## config.mk

```make
export PLATFORM = sky130hd
export DESIGN_NAME = ex_stage_sched_flat
export DESIGN_NICKNAME = d
export VERILOG_FILES = /design/src/rtl/ex_stage_sched_pkg.sv /design/src/rtl/ex_stage_sched_if.sv /design/src/rtl/ex_stage_sched_sat_counter.sv /design/src/rtl/ex_stage_sched.sv /design/src/flat_wrapper.sv
export SDC_FILE = /design/constraint.sdc
export NUM_CORES = 1
export LEC_CHECK = 0
export BUFFER_PORTS_ARGS = -buffer_cell sky130_fd_sc_hd__buf_2
export CORE_ASPECT_RATIO = 1.5
export CORE_MARGIN = 4
export CORE_UTILIZATION = 33
export DETAILED_ROUTE_END_ITERATION = 7
export GPL_TIMING_DRIVEN = 0
export PLACE_DENSITY = 0.6
export SLEW_MARGIN = 20
export SYNTH_ARGS = -nofsm -noshare
export SYNTH_HDL_FRONTEND = slang
export SYNTH_SLANG_ARGS = --single-unit
export TNS_END_PERCENT = 20
```

## constraint.sdc

```tcl
create_clock -name clk -period 3 [get_ports clk]
set_input_delay 0 -clock clk [delete_from_list [all_inputs] [get_ports clk]]
set_output_delay 0 -clock clk [all_outputs]
set_load 0.005 [all_outputs]
```

## src/rtl/ex_stage_sched_pkg.sv

```systemverilog
// ---------------------------------------------------------------------------
// ex_stage_sched_pkg
// Shared definitions for the EX0->EX1 stage sequencer.
// The sequencer has five states in a 3-bit encoding. The package also holds a
// helper that tells whether a state owns an in-flight division.
// ---------------------------------------------------------------------------
package ex_stage_sched_pkg;

  // Default width of the saturating stall-cycle counter
  localparam int STALL_CNT_W = 16;

  typedef enum logic [2:0] {
    ST_IDLE      = 3'd0,
    ST_DIV_RUN   = 3'd1,
    ST_DIV_DONE  = 3'd2,
    ST_PRIV_WAIT = 3'd3,
    ST_EXC_DRAIN = 3'd4
  } sched_state_e;

  // In these states the shared divider belongs to the instruction held in
  // EX0. Leaving them through any flush or exception has to cancel it.
  function automatic logic is_div_state(input sched_state_e s);
    return (s == ST_DIV_RUN) || (s == ST_DIV_DONE);
  endfunction

endpackage

```

## src/rtl/ex_stage_sched_if.sv

```systemverilog
// ---------------------------------------------------------------------------
// ex_stage_sched_if
// Handshake bundle between the EX0 pipeline context and the stage sequencer.
//   master : drives the EX0/EX1/flush status and divider/privilege readiness
//   slave  : the sequencer; drives divider control, stage register control,
//            excp_pending and the stall-cycle counter
// ---------------------------------------------------------------------------
interface ex_stage_sched_if
  import ex_stage_sched_pkg::*;
#(
  parameter int CNT_W = STALL_CNT_W
);

  logic             in_valid;
  logic             in_is_div;
  logic             in_is_priv;
  logic             priv_ready;
  logic             div_ready;
  logic             down_allowin;
  logic             fwd_stall;
  logic             ex1_excp;
  logic             flush;
  logic             flush_by_exception;

  logic             div_start;
  logic             div_abort;
  logic             stage_allowin;
  logic             stage_load;
  logic             stage_bubble;
  logic             excp_pending;
  logic [CNT_W-1:0] stall_cnt;

  modport master (
    output in_valid, in_is_div, in_is_priv, priv_ready, div_ready,
           down_allowin, fwd_stall, ex1_excp, flush, flush_by_exception,
    input  div_start, div_abort, stage_allowin, stage_load, stage_bubble,
           excp_pending, stall_cnt
  );

  modport slave (
    input  in_valid, in_is_div, in_is_priv, priv_ready, div_ready,
           down_allowin, fwd_stall, ex1_excp, flush, flush_by_exception,
    output div_start, div_abort, stage_allowin, stage_load, stage_bubble,
           excp_pending, stall_cnt
  );

endinterface

```

## src/rtl/ex_stage_sched_sat_counter.sv

```systemverilog
// ---------------------------------------------------------------------------
// sat_counter
// Up-counter that sticks at its maximum value instead of wrapping.
// It is cleared asynchronously.
//   clk_i    : clock, rising edge
//   areset_i : asynchronous clear, active-high
//   en_i     : count this cycle
//   count_o  : current count
// ---------------------------------------------------------------------------
module sat_counter #(
  parameter int CNT_W = 16
) (
  input  logic             clk_i,
  input  logic             areset_i,
  input  logic             en_i,
  output logic [CNT_W-1:0] count_o
);

  logic [CNT_W-1:0] count_q;

  // Increment on enable unless all ones already, so the count saturates
  always_ff @(posedge clk_i or posedge areset_i) begin
    if (areset_i) begin
      count_q <= '0;
    end else if (en_i && (count_q != '1)) begin
      count_q <= count_q + CNT_W'(1);
    end
  end

  assign count_o = count_q;

endmodule

```

## src/rtl/ex_stage_sched.sv

```systemverilog
// ---------------------------------------------------------------------------
// ex_stage_sched
// Sequencer for the EX0->EX1 stage register. Each cycle it decides whether
// the register loads, holds or takes a bubble. It owns the shared iterative
// divider (start/abort), holds privileged ops until the resource is ready,
// and drains the stage after an exception is recorded in EX1.
//   clk, areset : clock and asynchronous active-high reset
//   bus         : ex_stage_sched_if.slave
//       inputs  : in_valid, in_is_div, in_is_priv, priv_ready, div_ready,
//                 down_allowin, fwd_stall, ex1_excp, flush,
//                 flush_by_exception
//       outputs : div_start, div_abort, stage_allowin, stage_load,
//                 stage_bubble, excp_pending, stall_cnt
// ---------------------------------------------------------------------------
module ex_stage_sched
  import ex_stage_sched_pkg::*;
#(
  parameter int CNT_W = STALL_CNT_W
) (
  input logic               clk,
  input logic               areset,
  ex_stage_sched_if.slave   bus
);

  sched_state_e     state_q, state_d;
  logic             excp_pending_q, excp_pending_d;

  logic             in_div_state;
  logic             flush_hit;
  logic             permitted;
  logic             allowin;
  logic             load;
  logic             bubble;
  logic             start;
  logic             abort;
  logic             stall_en;
  logic [CNT_W-1:0] stall_cnt_w;

  // Stage register control and divider handshakes come from the current
  // state and this cycle's inputs. A branch flush only acts once EX1 can
  // take the bubble. The one exception is a flush that lands together with
  // div_ready: the result is thrown away and the division is cancelled.
  always_comb begin
    in_div_state = is_div_state(state_q);
    flush_hit    = bus.flush & bus.down_allowin;

    permitted = ((state_q == ST_IDLE) & ~bus.in_is_div
                  & ~(bus.in_is_priv & ~bus.priv_ready))
              | (state_q == ST_DIV_DONE)
              | ((state_q == ST_PRIV_WAIT) & bus.priv_ready);

    allowin = bus.down_allowin & permitted & ~excp_pending_q & ~bus.ex1_excp;
    load    = allowin & bus.in_valid & ~bus.fwd_stall
            & ~bus.flush & ~bus.flush_by_exception;
    bubble  = bus.flush_by_exception | flush_hit
            | (bus.down_allowin & ~bus.fwd_stall & ~allowin);

    start = (state_q == ST_IDLE) & bus.in_valid & bus.in_is_div
          & ~excp_pending_q & ~bus.ex1_excp
          & ~bus.flush & ~bus.flush_by_exception;
    abort = (in_div_state
              & (bus.flush_by_exception | bus.ex1_excp | flush_hit))
          | ((state_q == ST_DIV_RUN) & bus.flush & bus.div_ready);

    stall_en = bubble & ~bus.flush & ~bus.flush_by_exception;
  end

  // Next state follows a fixed priority order, highest first:
  // exception flush, EX1 exception, branch flush, divider/privilege
  // readiness, and then issue of a new instruction.
  always_comb begin
    state_d        = state_q;
    excp_pending_d = excp_pending_q;
    if (bus.flush_by_exception) begin
      state_d        = ST_IDLE;
      excp_pending_d = 1'b0;
    end else if (bus.ex1_excp && (state_q != ST_EXC_DRAIN)) begin
      state_d        = ST_EXC_DRAIN;
      excp_pending_d = 1'b1;
    end else begin
      unique case (state_q)
        ST_IDLE: begin
          if (start) begin
            state_d = ST_DIV_RUN;
          end else if (bus.in_valid & bus.in_is_priv & ~bus.priv_ready
                       & ~bus.flush) begin
            state_d = ST_PRIV_WAIT;
          end
        end
        ST_DIV_RUN: begin
          if (flush_hit | (bus.flush & bus.div_ready)) begin
            state_d = ST_IDLE;
          end else if (bus.div_ready) begin
            state_d = ST_DIV_DONE;
          end
        end
        ST_DIV_DONE, ST_PRIV_WAIT: begin
          if (flush_hit | load) begin
            state_d = ST_IDLE;
          end
        end
        ST_EXC_DRAIN: begin
          state_d = ST_EXC_DRAIN;
        end
        default: begin
          state_d = ST_IDLE;
        end
      endcase
    end
  end

  // State and the pending-exception flag are the only sequencer state.
  // Reset does not send an abort. The divider is reset separately.
  always_ff @(posedge clk or posedge areset) begin
    if (areset) begin
      state_q        <= ST_IDLE;
      excp_pending_q <= 1'b0;
    end else begin
      state_q        <= state_d;
      excp_pending_q <= excp_pending_d;
    end
  end

  sat_counter #(
    .CNT_W    (CNT_W)
  ) u_stall_cnt (
    .clk_i    (clk),
    .areset_i (areset),
    .en_i     (stall_en),
    .count_o  (stall_cnt_w)
  );

  // All outputs are held at zero while reset is asserted, including the
  // purely combinational controls.
  assign bus.div_start     = start & ~areset;
  assign bus.div_abort     = abort & ~areset;
  assign bus.stage_allowin = allowin & ~areset;
  assign bus.stage_load    = load & ~areset;
  assign bus.stage_bubble  = bubble & ~areset;
  assign bus.excp_pending  = excp_pending_q & ~areset;
  assign bus.stall_cnt     = areset ? '0 : stall_cnt_w;

endmodule

```

## src/flat_wrapper.sv

```systemverilog
// flat-port wrapper written by rule: the top's interface ports become plain ports
module ex_stage_sched_flat import ex_stage_sched_pkg::*;
#(
  parameter int CNT_W = STALL_CNT_W
)
  (clk, areset, bus_in_valid, bus_in_is_div, bus_in_is_priv, bus_priv_ready, bus_div_ready, bus_down_allowin, bus_fwd_stall, bus_ex1_excp, bus_flush, bus_flush_by_exception, bus_div_start, bus_div_abort, bus_stage_allowin, bus_stage_load, bus_stage_bubble, bus_excp_pending, bus_stall_cnt);
  ex_stage_sched_if #(.CNT_W(CNT_W)) bus_i ();
  input logic clk;
  input logic areset;
  input wire logic [$bits(bus_i.in_valid)-1:0] bus_in_valid;
  input wire logic [$bits(bus_i.in_is_div)-1:0] bus_in_is_div;
  input wire logic [$bits(bus_i.in_is_priv)-1:0] bus_in_is_priv;
  input wire logic [$bits(bus_i.priv_ready)-1:0] bus_priv_ready;
  input wire logic [$bits(bus_i.div_ready)-1:0] bus_div_ready;
  input wire logic [$bits(bus_i.down_allowin)-1:0] bus_down_allowin;
  input wire logic [$bits(bus_i.fwd_stall)-1:0] bus_fwd_stall;
  input wire logic [$bits(bus_i.ex1_excp)-1:0] bus_ex1_excp;
  input wire logic [$bits(bus_i.flush)-1:0] bus_flush;
  input wire logic [$bits(bus_i.flush_by_exception)-1:0] bus_flush_by_exception;
  output wire logic [$bits(bus_i.div_start)-1:0] bus_div_start;
  output wire logic [$bits(bus_i.div_abort)-1:0] bus_div_abort;
  output wire logic [$bits(bus_i.stage_allowin)-1:0] bus_stage_allowin;
  output wire logic [$bits(bus_i.stage_load)-1:0] bus_stage_load;
  output wire logic [$bits(bus_i.stage_bubble)-1:0] bus_stage_bubble;
  output wire logic [$bits(bus_i.excp_pending)-1:0] bus_excp_pending;
  output wire logic [$bits(bus_i.stall_cnt)-1:0] bus_stall_cnt;
  assign bus_i.in_valid = bus_in_valid;
  assign bus_i.in_is_div = bus_in_is_div;
  assign bus_i.in_is_priv = bus_in_is_priv;
  assign bus_i.priv_ready = bus_priv_ready;
  assign bus_i.div_ready = bus_div_ready;
  assign bus_i.down_allowin = bus_down_allowin;
  assign bus_i.fwd_stall = bus_fwd_stall;
  assign bus_i.ex1_excp = bus_ex1_excp;
  assign bus_i.flush = bus_flush;
  assign bus_i.flush_by_exception = bus_flush_by_exception;
  assign bus_div_start = bus_i.div_start;
  assign bus_div_abort = bus_i.div_abort;
  assign bus_stage_allowin = bus_i.stage_allowin;
  assign bus_stage_load = bus_i.stage_load;
  assign bus_stage_bubble = bus_i.stage_bubble;
  assign bus_excp_pending = bus_i.excp_pending;
  assign bus_stall_cnt = bus_i.stall_cnt;
  ex_stage_sched #(.CNT_W(CNT_W)) u_core (.clk(clk), .areset(areset), .bus(bus_i));
endmodule
```

==> key figures <==
Status
  • Status: finished, final reports clean

Yosys
  • Synth Flop Type: dfrtp_1
  • Synth area leaders: dfrtp_1 (37%), xor2_1 (9.1%), nor2b_1 (8.4%)
  • Synth Net Count: between 150 and 200
  • Share of Yosys cell area claimed by the top area cell type: 0.3714
  • Synth cell types: 37
  • Synth Warn #: 0
  • Async SR Flop Fraction: 1.000
  • Syn_area_per_cell: roughly 9.3 µm²
  • Post-Syn Instances: 145
  • Register area share after synthesis: 0.3714
  • Post-Syn Area: 0.001348 mm²
  • Top post-synthesis cells by count: dfrtp_1 (20), nor2b_1 (18), xor2_1 (14)
  • Top-count cell post-synth: dfrtp_1
  • Dominant cell type by area after synthesis: dfrtp_1
  • Synth Register Bits: 20
  • Post-synth EDFFs: 0

Floorplan
  • Die area: 0.005191 mm²
  • DIE HEIGHT: 86.27 µm
  • Core Area: 0.003959 mm²
  • Horiz. Die Dim: 60.18 µm
  • Row count: 28
  • Ports: 34
  • Initial Util: 0.3404

Timing
  • Min cycle time layout: 2.091 ns
  • Relative slew slack: 0.4785
  • RSZ-0062 raised after global routing: no
  • Fmax: 478.2 MHz
  • Worst-Margin Slew: 0.7814 ns
  • Final Hold Fails: 0
  • Setup TNS: 0 ns
  • Final setup fails: 0
  • Final period utilization: 0.6970
  • Final Max Tran Viols: 0
  • Clk_skew: 0.004729 ns

Setup path
  • Critical path class: flop to output port
  • CP endpoint: bus_stage_load
  • Startpoint Class: flop
  • Crit-path max FO: 9
  • Reg2reg path depth: 6
  • Reg-to-reg setup timing slack: 0.94 ns
  • CP Cell Sequence: clkbuf_1 > nand2b_1 > a21o_1 > nand2_1 > nor4_1 > and2_1 > buf_2
  • FF-to-FF Start: u_core.state_q[1]
  • Reg2reg end: u_core.u_stall_cnt.count_o[15]
  • CP arrival: 2.09 ns
  • Worst path max stage delay: 0.45 ns
  • Critical Path End Type: output port
  • WP data required: ~3.0 ns
  • Critical Path Source: u_core.state_q[1]
  • Crit-path slowest cell: nor4_1

Cells and area
  • Multi-input logic area: between 700 and 800 µm²
  • ANT cells: 0
  • Register area: roughly 500 µm²
  • Share of layout cells above drive strength 1: 0.2896
  • Fill cells: 407
  • Area Growth Syn to Fin: 21.63%
  • Final #Nets: 197

Drt
  • Drt total wl: 3193 µm
  • Vias/cell: 5.167
  • DR WL met3: between 200 and 250 µm
  • Residual DRC: 0
  • Met1 WL: 1305 µm
  • Met2 WL: 1587 µm
  • Vias: 1178
  • Top sig layer: met4
  • Routed WL per cell: 14.00 µm
  • Initial drt markers: 67
  • DRT Pass-1 Iters: 4
  • Post-route ant nets: 0

Clock network
  • CTS Buf Count: 3
  • CTS sink count: 20
  • Root buffer cell: clkbuf_8
  • Worst-skew pair later-pin latency: about 0.26 ns
  • Clock-pin slew on the worst setup and hold paths: 0.08 ns
  • TritonCTS clock tree: built
  • # H-tree levels: 1
  • Clock Path Buffers: 2

Min path
  • Worst hold path startpoint: bus_ex1_excp
  • Hold Crit Class: input port to flop

Global route
  • Largest net degree at the start of global routing: 22
  • First-pass GRT wire length: 5471 µm
  • GR Util All Layers: 0.1345
  • Vias in the first global route: 1194
  • Grt ovf: 0
  • Antenna violations before repair: 0

Placement
  • Dpl hpwl: 2414 µm
  • GPL Wtd Cong: 0.9474
  • Port bufs: 32

Power and ir drop
  • Leakage: slightly above 0.8 nW
  • Worst vdd ir: 0.3173 mV
  • Total power: 689.4 µW
  • Pwr dens: 420.6 mW/mm²

Job
  • MaxCap Viol Count: 0
-- state kept, by name (all words and copies together) (netlist names) --
name and cells:
u_core.state_q 3, u_core.excp_pending_q 1, u_core.u_stall_cnt.count_o 16
-- stage by stage --
step	cell area, µm²	hold slack (ns)	worst slack [ns]	utilization	std cells
final	1639	0.03616	0.9089	0.4140	228
after global routing	1639	0.08551	0.6754	0.4140	228
after CTS	1639	0.03953	0.9187	0.4140	228
after detailed placement	1564	0.1961	0.9342	0.3951	222
after global placement	1564	0.1937	0.9629	0.3951	222
after floorplan	1348	-0.03095	1.142	-	145
-- final cells by class --
| cell class | instances | share of cell area |
|---|---|---|
| Buffer | 7 | 0.02824 |
| Clock buffer | 4 | 0.03359 |
| Inverter | 5 | 0.01145 |
| Multi-Input combinational cell | 113 | 0.4771 |
| Sequential cell | 20 | 0.3053 |
| Tap cell | 45 | 0.03435 |
| Timing Repair Buffer | 34 | 0.1099 |
-- critical path: cells and delay by family, from the launching register on --
| kind | cells | cell delay, ns |
|---|---|---|
| and+or+nand+nor | 4 | 0.90 |
| buffers and inverters | 2 | 0.43 |
| DFF | 1 | 0.32 |
| AOI/OAI and AO/OA | 1 | 0.19 |
-- how the worst min path moves through the flow --
stage | end | slack, ns | cells after the start
global placement | u_core.excp_pending_q | 0.19 | 2
detailed placement | u_core.excp_pending_q | 0.20 | 2
finish | u_core.state_q[2] | 0.04 | 3
global route | u_core.state_q[2] | 0.09 | 3
CTS | u_core.state_q[2] | 0.04 | 3
floorplan | u_core.excp_pending_q | -0.03 | 1
-- what timing repair did --
| item | in CTS | in global routing |
|---|---|---|
| hold buffers | 2 | 0 |
| endpoints found under the hold margin | 22 | 0 |
| resized for setup | 0 | 0 |
| setup buffers | 0 | 0 |
-- layout by cell type (no fill, tap or decap), types with 2 or more instances in the layout --
cell | Yosys | final
a21oi_1 | 6 | 6
buf_2 | 1 | 33
buf_6 | 2 | 2
clkbuf_1 | 3 | 3
clkbuf_8 | 0 | 4
dfrtp_1 | 20 | 20
dlygate4sd3_1 | 0 | 2
inv_1 | 5 | 5
mux2_2 | 3 | 3
nand2_1 | 8 | 8
nand2b_1 | 3 | 3
nand3_1 | 9 | 9
nand4_1 | 3 | 3
nor2_1 | 12 | 12
nor2b_1 | 18 | 18
nor3_1 | 5 | 5
nor4_1 | 5 | 5
nor4_2 | 6 | 6
o21ai_0 | 3 | 3
xor2_1 | 14 | 14
-- where the power goes --
group / switching, mW / total [mW] / internal (mW)
Sequential: 0.0424 / 0.341 / 0.299
Combinational: 0.0737 / 0.140 / 0.0668
Clock: 0.0905 / 0.207 / 0.117
-- cell families after synthesis --
kind of cell / share of synthesized area
AO/OA/AOI/OAI: 0.09100
XOR/XNOR: 0.09100
adder cells (fa/ha/maj): 0.009284
buffers and inverters: 0.04828
flip-flops: 0.3714
multiplexers: 0.02507
AND/OR/NAND/NOR: 0.3640
-- routing by layer --
| layer | vias to the layer above | global-route usage |
|---|---|---|
| met2 | 51 | 0.2323 |
| met3 | 7 | 0.01490 |
| li1 | 585 | - |
| met4 | 0 | 0.06048 |
| met5 | - | 0 |
| met1 | 535 | 0.1623 |
(Power assumes the default switching activity.)
